`config.mk`:
```
export PLATFORM = sky130hd
export DESIGN_NAME = soc_mult_pipe_flat
export DESIGN_NICKNAME = d
export VERILOG_FILES = /design/src/rtl/soc_mult_pipe_if.sv /design/src/rtl/soc_mult_pipe.sv /design/src/flat_wrapper.sv
export SDC_FILE = /design/constraint.sdc
export NUM_CORES = 2
export LEC_CHECK = 0
export BUFFER_PORTS_ARGS = -buffer_cell sky130_fd_sc_hd__buf_4
export CAP_MARGIN = 20
export CORE_ASPECT_RATIO = 0.5
export CORE_MARGIN = 3
export CORE_UTILIZATION = 40
export CTS_BUF_LIST = sky130_fd_sc_hd__clkbuf_4 sky130_fd_sc_hd__clkbuf_8 sky130_fd_sc_hd__clkbuf_16
export DETAILED_ROUTE_END_ITERATION = 7
export PLACE_DENSITY_LB_ADDON = 0.1
export SETUP_SLACK_MARGIN = 0.15
export SLEW_MARGIN = 20
export SYNTH_ARGS = -nofsm -noshare
export SYNTH_HDL_FRONTEND = slang
export SYNTH_SLANG_ARGS = --single-unit
```
`constraint.sdc`:
```
create_clock -name clk -period 14.9 [get_ports clk]
set_input_delay 2.98 -clock clk [delete_from_list [all_inputs] [get_ports clk]]
set_output_delay 2.98 -clock clk [all_outputs]
set_load 0.01 [all_outputs]
```
`src/rtl/soc_mult_pipe_if.sv`:
```
// soc_mult_pipe_if: operation request and result handshake bundle
// of the pipelined multiplier.
interface soc_mult_pipe_if #(
    parameter int DATA_W = 32,
    parameter int TAG_W  = 5
);
    logic              in_valid;
    logic              in_ready;
    logic [1:0]        in_op;
    logic [DATA_W-1:0] in_src1;
    logic [DATA_W-1:0] in_src2;
    logic [TAG_W-1:0]  in_tag;
    logic              out_valid;
    logic              out_ready;
    logic [DATA_W-1:0] out_result;
    logic [TAG_W-1:0]  out_tag;

    modport master (
        output in_valid, in_op, in_src1, in_src2, in_tag, out_ready,
        input  in_ready, out_valid, out_result, out_tag
    );

    modport slave (
        input  in_valid, in_op, in_src1, in_src2, in_tag, out_ready,
        output in_ready, out_valid, out_result, out_tag
    );
endinterface

```
`src/rtl/soc_mult_pipe.sv`:
```
// soc_mult_pipe: three-stage sliced multiplier returning the low or the
// signed/unsigned high word of the full product, tag carried alongside.
module soc_mult_pipe #(
    parameter int DATA_W  = 32,
    parameter int SLICE_W = 16,
    parameter int TAG_W   = 5
) (
    input  logic           clk,
    input  logic           reset,
    input  logic           flush,
    soc_mult_pipe_if.slave bus,
    output logic           busy
);
    localparam int NS = DATA_W / SLICE_W;
    localparam int PW = 2 * SLICE_W;
    localparam int FW = 2 * DATA_W;

    typedef enum logic [1:0] {
        OP_LO,
        OP_HI_SS,
        OP_HI_SU,
        OP_HI_UU
    } op_e;

    logic              w_adv;
    logic              r_v1, r_v2, r_v3;
    op_e               r_op1, r_op2;
    logic [TAG_W-1:0]  r_tag1, r_tag2, r_tag3;
    logic [DATA_W:0]   r_a1, r_b1;
    logic [PW-1:0]     r_pp [NS][NS];
    logic [DATA_W-1:0] r_corr;
    logic [DATA_W-1:0] r_res;

    assign w_adv          = ~r_v3 | bus.out_ready;
    assign bus.in_ready   = w_adv;
    assign bus.out_valid  = r_v3;
    assign bus.out_result = r_res;
    assign bus.out_tag    = r_tag3;
    assign busy           = r_v1 | r_v2 | r_v3;

    always_ff @(posedge clk) begin
        if (reset || flush) begin
            r_v1 <= 1'b0;
            r_v2 <= 1'b0;
            r_v3 <= 1'b0;
        end else if (w_adv) begin
            r_v1 <= bus.in_valid;
            r_v2 <= r_v1;
            r_v3 <= r_v2;
        end
    end

    op_e  w_in_op;
    logic w_sx1, w_sx2;

    always_comb begin
        w_in_op = op_e'(bus.in_op);
        w_sx1   = (w_in_op == OP_HI_SS) || (w_in_op == OP_HI_SU);
        w_sx2   = (w_in_op == OP_HI_SS);
    end

    always_ff @(posedge clk) begin
        if (w_adv) begin
            r_op1  <= w_in_op;
            r_tag1 <= bus.in_tag;
            r_a1   <= {w_sx1 & bus.in_src1[DATA_W-1], bus.in_src1};
            r_b1   <= {w_sx2 & bus.in_src2[DATA_W-1], bus.in_src2};
        end
    end

    logic [PW-1:0]     w_pp [NS][NS];
    logic [DATA_W-1:0] w_corr;

    always_comb begin
        w_pp = '{default: '0};
        for (int i = 0; i < NS; i++) begin
            for (int j = 0; j < NS; j++) begin
                w_pp[i][j] =
                    {{SLICE_W{1'b0}}, r_a1[i*SLICE_W +: SLICE_W]} *
                    {{SLICE_W{1'b0}}, r_b1[j*SLICE_W +: SLICE_W]};
            end
        end
        // Extension bits weigh -2^DATA_W; only the upper half sees them.
        w_corr = '0
            - (r_a1[DATA_W] ? r_b1[DATA_W-1:0] : '0)
            - (r_b1[DATA_W] ? r_a1[DATA_W-1:0] : '0);
    end

    always_ff @(posedge clk) begin
        if (w_adv) begin
            r_pp   <= w_pp;
            r_corr <= w_corr;
            r_op2  <= r_op1;
            r_tag2 <= r_tag1;
        end
    end

    logic [FW-1:0]     w_prod;
    logic [FW-1:0]     w_term;
    logic [DATA_W-1:0] w_sel;

    always_comb begin
        w_prod = {r_corr, {DATA_W{1'b0}}};
        w_term = '0;
        for (int i = 0; i < NS; i++) begin
            for (int j = 0; j < NS; j++) begin
                w_term           = '0;
                w_term[PW-1:0]   = r_pp[i][j];
                w_prod = w_prod + (w_term << ((i + j) * SLICE_W));
            end
        end
        w_sel = (r_op2 == OP_LO) ? w_prod[DATA_W-1:0]
                                 : w_prod[FW-1:DATA_W];
    end

    always_ff @(posedge clk) begin
        if (reset) begin
            r_res  <= '0;
            r_tag3 <= '0;
        end else if (w_adv) begin
            r_res  <= w_sel;
            r_tag3 <= r_tag2;
        end
    end
endmodule
```
`src/flat_wrapper.sv`:
```
// flat-port wrapper written by rule: the top's interface ports become plain ports
module soc_mult_pipe_flat 
#(
    parameter int DATA_W  = 32,
    parameter int SLICE_W = 16,
    parameter int TAG_W   = 5
)
  (clk, reset, flush, busy, bus_in_valid, bus_in_op, bus_in_src1, bus_in_src2, bus_in_tag, bus_out_ready, bus_in_ready, bus_out_valid, bus_out_result, bus_out_tag);
  soc_mult_pipe_if #(.DATA_W(DATA_W), .TAG_W(TAG_W)) bus_i ();
  input  logic clk;
  input  logic reset;
  input  logic flush;
  output logic busy;
  input wire logic [$bits(bus_i.in_valid)-1:0] bus_in_valid;
  input wire logic [$bits(bus_i.in_op)-1:0] bus_in_op;
  input wire logic [$bits(bus_i.in_src1)-1:0] bus_in_src1;
  input wire logic [$bits(bus_i.in_src2)-1:0] bus_in_src2;
  input wire logic [$bits(bus_i.in_tag)-1:0] bus_in_tag;
  input wire logic [$bits(bus_i.out_ready)-1:0] bus_out_ready;
  output wire logic [$bits(bus_i.in_ready)-1:0] bus_in_ready;
  output wire logic [$bits(bus_i.out_valid)-1:0] bus_out_valid;
  output wire logic [$bits(bus_i.out_result)-1:0] bus_out_result;
  output wire logic [$bits(bus_i.out_tag)-1:0] bus_out_tag;
  assign bus_i.in_valid = bus_in_valid;
  assign bus_i.in_op = bus_in_op;
  assign bus_i.in_src1 = bus_in_src1;
  assign bus_i.in_src2 = bus_in_src2;
  assign bus_i.in_tag = bus_in_tag;
  assign bus_i.out_ready = bus_out_ready;
  assign bus_in_ready = bus_i.in_ready;
  assign bus_out_valid = bus_i.out_valid;
  assign bus_out_result = bus_i.out_result;
  assign bus_out_tag = bus_i.out_tag;
  soc_mult_pipe #(.DATA_W(DATA_W), .SLICE_W(SLICE_W), .TAG_W(TAG_W)) u_core (.clk(clk), .reset(reset), .flush(flush), .bus(bus_i), .busy(busy));
endmodule
```
==> metrics <==
Critical Path Fanout Max=19; status=finished, final reports clean; Chip Height=253 µm; Max Cap Violations=0; most common cell type on the critical path=fa_1; vias per inst=5.35; CP endpoint=u_core.r_pp[124]$_DFFE_PP_; Yosys reg bits=280; gr usage total=25.3%; vias in the first global route=37200; DIE AREA=0.127 mm²; placed cells=6679; final core utilization=44.0%; clock latency at the later pin of the worst-skew pair=0.62 ns; DP HPWL=117 mm; RD Place Congestion=0.892; synth warn=0; post-synth net total=6606; Post-synth EDFFs=240; die width=500 µm; Worst setup SP type=flop; final hold vios=0; Achievable Freq=131 MHz; Placed Area=0.0514 mm²; Synth async-reset ratio=0%; critical path arrival=7.95 ns; skew final=0.0426 ns; Pins Over Slew Limit=0; Final nets=6594; Worst Reg2Reg Path Length in Cells=22; mapped cell area=0.0488 mm²; first-pass GRT wire length=239 mm; crit end category=flop; row cnt=89; DR vias=36100; CP Class=reg -> reg; Main synth FF type=edfxtp_1; grt total ovfl=0; Total Neg Setup Slack=0 ns; Worst path depth=22; area grow syn2layout=7.70%; post-CTS setup buffers=0; hold buffer count at cts=0; worst r2r dst=u_core.r_pp[124]$_DFFE_PP_; r2r setup slk=7.27 ns; Pre-antenna DRT Iters=6; Initial Utilization=40.9%; number of routed nets with antenna violations=0; CTS tree=done; Mapped Cells=5136; total wire length=157 mm; Num CTS Buffers=35; sum of buffers and inverters on the critical path=5; Synth cell types=74; Setup crit start=u_core.r_b1[7]$_DFFE_PP_; RSZ-0062 raised after global routing=no; Buffers on Ports=115; I/O pin count=116; CTS resizes=0; Seq/Total Area, Yosys=16.4%; initial antenna violation count=16; total core area=0.119 mm²; DRT iter0 DRCs=3328; Hold Crit Class=reg -> reg; Worst EP required=15.22 ns; clock-pin slew on the worst setup and hold paths=0.07 ns; Wirelength per Cell=23.2 µm; Avg Inst Size Synth=9.51 µm²; share of layout cells above drive strength 1=5.49%; Least-Margin Pin Slew=1.15 ns; Clock Sinks=280; peak per-stage delay on the critical path=0.61 ns; clock tree buffer depth=3; minimum clock period=7.63 ns; Non-Filler Instances=6747; fin crit share=51.2%; launch point of the worst reg-to-reg path=u_core.r_b1[7]$_DFFE_PP_; # DRC=0; Root Buffer=clkbuf_16; worst rel slew slack=22.7%; Setup Viol. Count Final=0; largest net degree at the start of global routing=68; slowest CP cell=o21ai_0; H-Tree Depth=2; Design Area, Final=0.0526 mm²; worst-path cell chain=buf_4, buf_4, nand2_1, fa_1, fa_1, inv_1, fa_1, fa_1, fa_1, inv_1, fa_1, inv_1, ha_1, or2_2, a21o_1, a21oi_1, nor2b_1, o21ai_0, a31oi_1, a31oi_1, mux2i_1, o2111ai_1; CP delay by family, top=adder cells
## registers in the layout, indices dropped and copies added, names as in the netlist, 5 cells and up
name,count
u_core.bus.out_result,32
u_core.bus.out_tag,5
u_core.r_a1,33
u_core.r_b1,33
u_core.r_corr,32
u_core.r_pp,128
u_core.r_tag1,5
u_core.r_tag2,5
## synth_stat cells, types with 17 or more instances
cell | instances | area, µm²
o21a_1 | 22 | 165
xor2_1 | 59 | 517
o21bai_1 | 32 | 240
a21oi_1 | 188 | 941
nor2_1 | 106 | 398
fa_1 | 826 | 16500
o21ai_0 | 83 | 415
a211oi_1 | 33 | 248
a21o_1 | 90 | 676
nand4_1 | 19 | 119
nor2b_1 | 17 | 106
nand3_1 | 28 | 140
dfxtp_1 | 40 | 801
edfxtp_1 | 240 | 7210
inv_1 | 937 | 3520
nand2_1 | 752 | 2820
clkbuf_1 | 229 | 860
xnor2_1 | 122 | 1070
and2_1 | 472 | 2950
ha_1 | 568 | 7110
nor3_1 | 48 | 240
## logic make-up after synthesis
family | share of synthesized area (%)
adders and majority gates | 48.4
buffers and inverters | 9.07
and+or+nand+nor | 14.9
xor gates and xnor gates | 3.25
AOI/OAI and AO/OA | 7.81
DFF | 16.4
muxes | 0.164
## per-layer routing
layer / up-vias / global-route usage (%) / routed length [µm]
met1: 18500 / 40.4 / 78700
met5: - / 0 / 13
met3: 85 / 6.94 / 16200
li1: 16100 / - / -
met4: 2 / 3.67 / 2210
met2: 1342 / 33.9 / 59400
## how the worst min path moves through the flow
stage / start / endpoint / slack, ns / cells after the start
after floorplan: u_core.r_op1[0]$_DFFE_PP_ / u_core.r_op2[0]$_DFFE_PP_ / 0.40 / 0
after global placement: u_core.r_op1[1]$_DFFE_PP_ / u_core.r_op2[1]$_DFFE_PP_ / 0.40 / 0
after detailed placement: u_core.r_op1[0]$_DFFE_PP_ / u_core.r_op2[0]$_DFFE_PP_ / 0.41 / 0
after CTS: u_core.r_tag1[2]$_DFFE_PP_ / u_core.r_tag2[2]$_DFFE_PP_ / 0.43 / 0
after global routing: u_core.r_tag1[4]$_DFFE_PP_ / u_core.r_tag2[4]$_DFFE_PP_ / 0.44 / 0
final: u_core.r_tag1[2]$_DFFE_PP_ / u_core.r_tag2[2]$_DFFE_PP_ / 0.42 / 0
## cells in the final DEF (no fill, tap or decap), types with 6 or more instances in the layout
cell | Yosys | layout
a211o_1 | 11 | 11
a211oi_1 | 33 | 33
a21o_1 | 90 | 90
a21oi_1 | 188 | 188
a311oi_1 | 10 | 9
a31oi_1 | 15 | 15
and2_1 | 472 | 472
and3_1 | 16 | 16
and4_1 | 8 | 8
buf_4 | 0 | 192
clkbuf_16 | 0 | 35
clkbuf_4 | 0 | 8
dfxtp_1 | 40 | 40
edfxtp_1 | 240 | 240
fa_1 | 826 | 826
ha_1 | 568 | 568
inv_1 | 937 | 936
mux2i_1 | 8 | 8
nand2_1 | 752 | 752
nand2b_1 | 10 | 10
nand3_1 | 28 | 28
nand4_1 | 19 | 19
nor2_1 | 106 | 105
nor2b_1 | 17 | 16
nor3_1 | 48 | 48
nor4_1 | 7 | 7
o2111ai_1 | 6 | 6
o211ai_1 | 13 | 13
o21a_1 | 22 | 22
o21ai_0 | 83 | 83
o21bai_1 | 32 | 32
o22ai_1 | 7 | 7
o31ai_1 | 11 | 10
or2_2 | 6 | 6
or3_1 | 15 | 15
xnor2_1 | 122 | 120
xor2_1 | 59 | 58
## per-stage QoR
stage	worst slack, ns	hold WS (ns)
final	7.27	0.425
after detailed placement	7.30	0.412
after CTS	7.28	0.429
after global placement	7.31	0.401
after global routing	6.99	0.437
after floorplan	1.84	0.400
## cell type report
class | instances | area, µm²
Timing Repair Buffer | 192 | 1440
Multi-Input combinational cell | 3678 | 36400
Sequential cell | 280 | 8010
Fill cell | 11600 | 66900
Inverter | 937 | 3520
Tap cell | 1592 | 1990
Clock inverter | 20 | 231
Antenna cell | 4 | 10.0
Clock buffer | 44 | 950
Power is left out: the tool's default activity adds up to more than one toggle a clock period on the data nets, which glitch-free logic cannot reach.
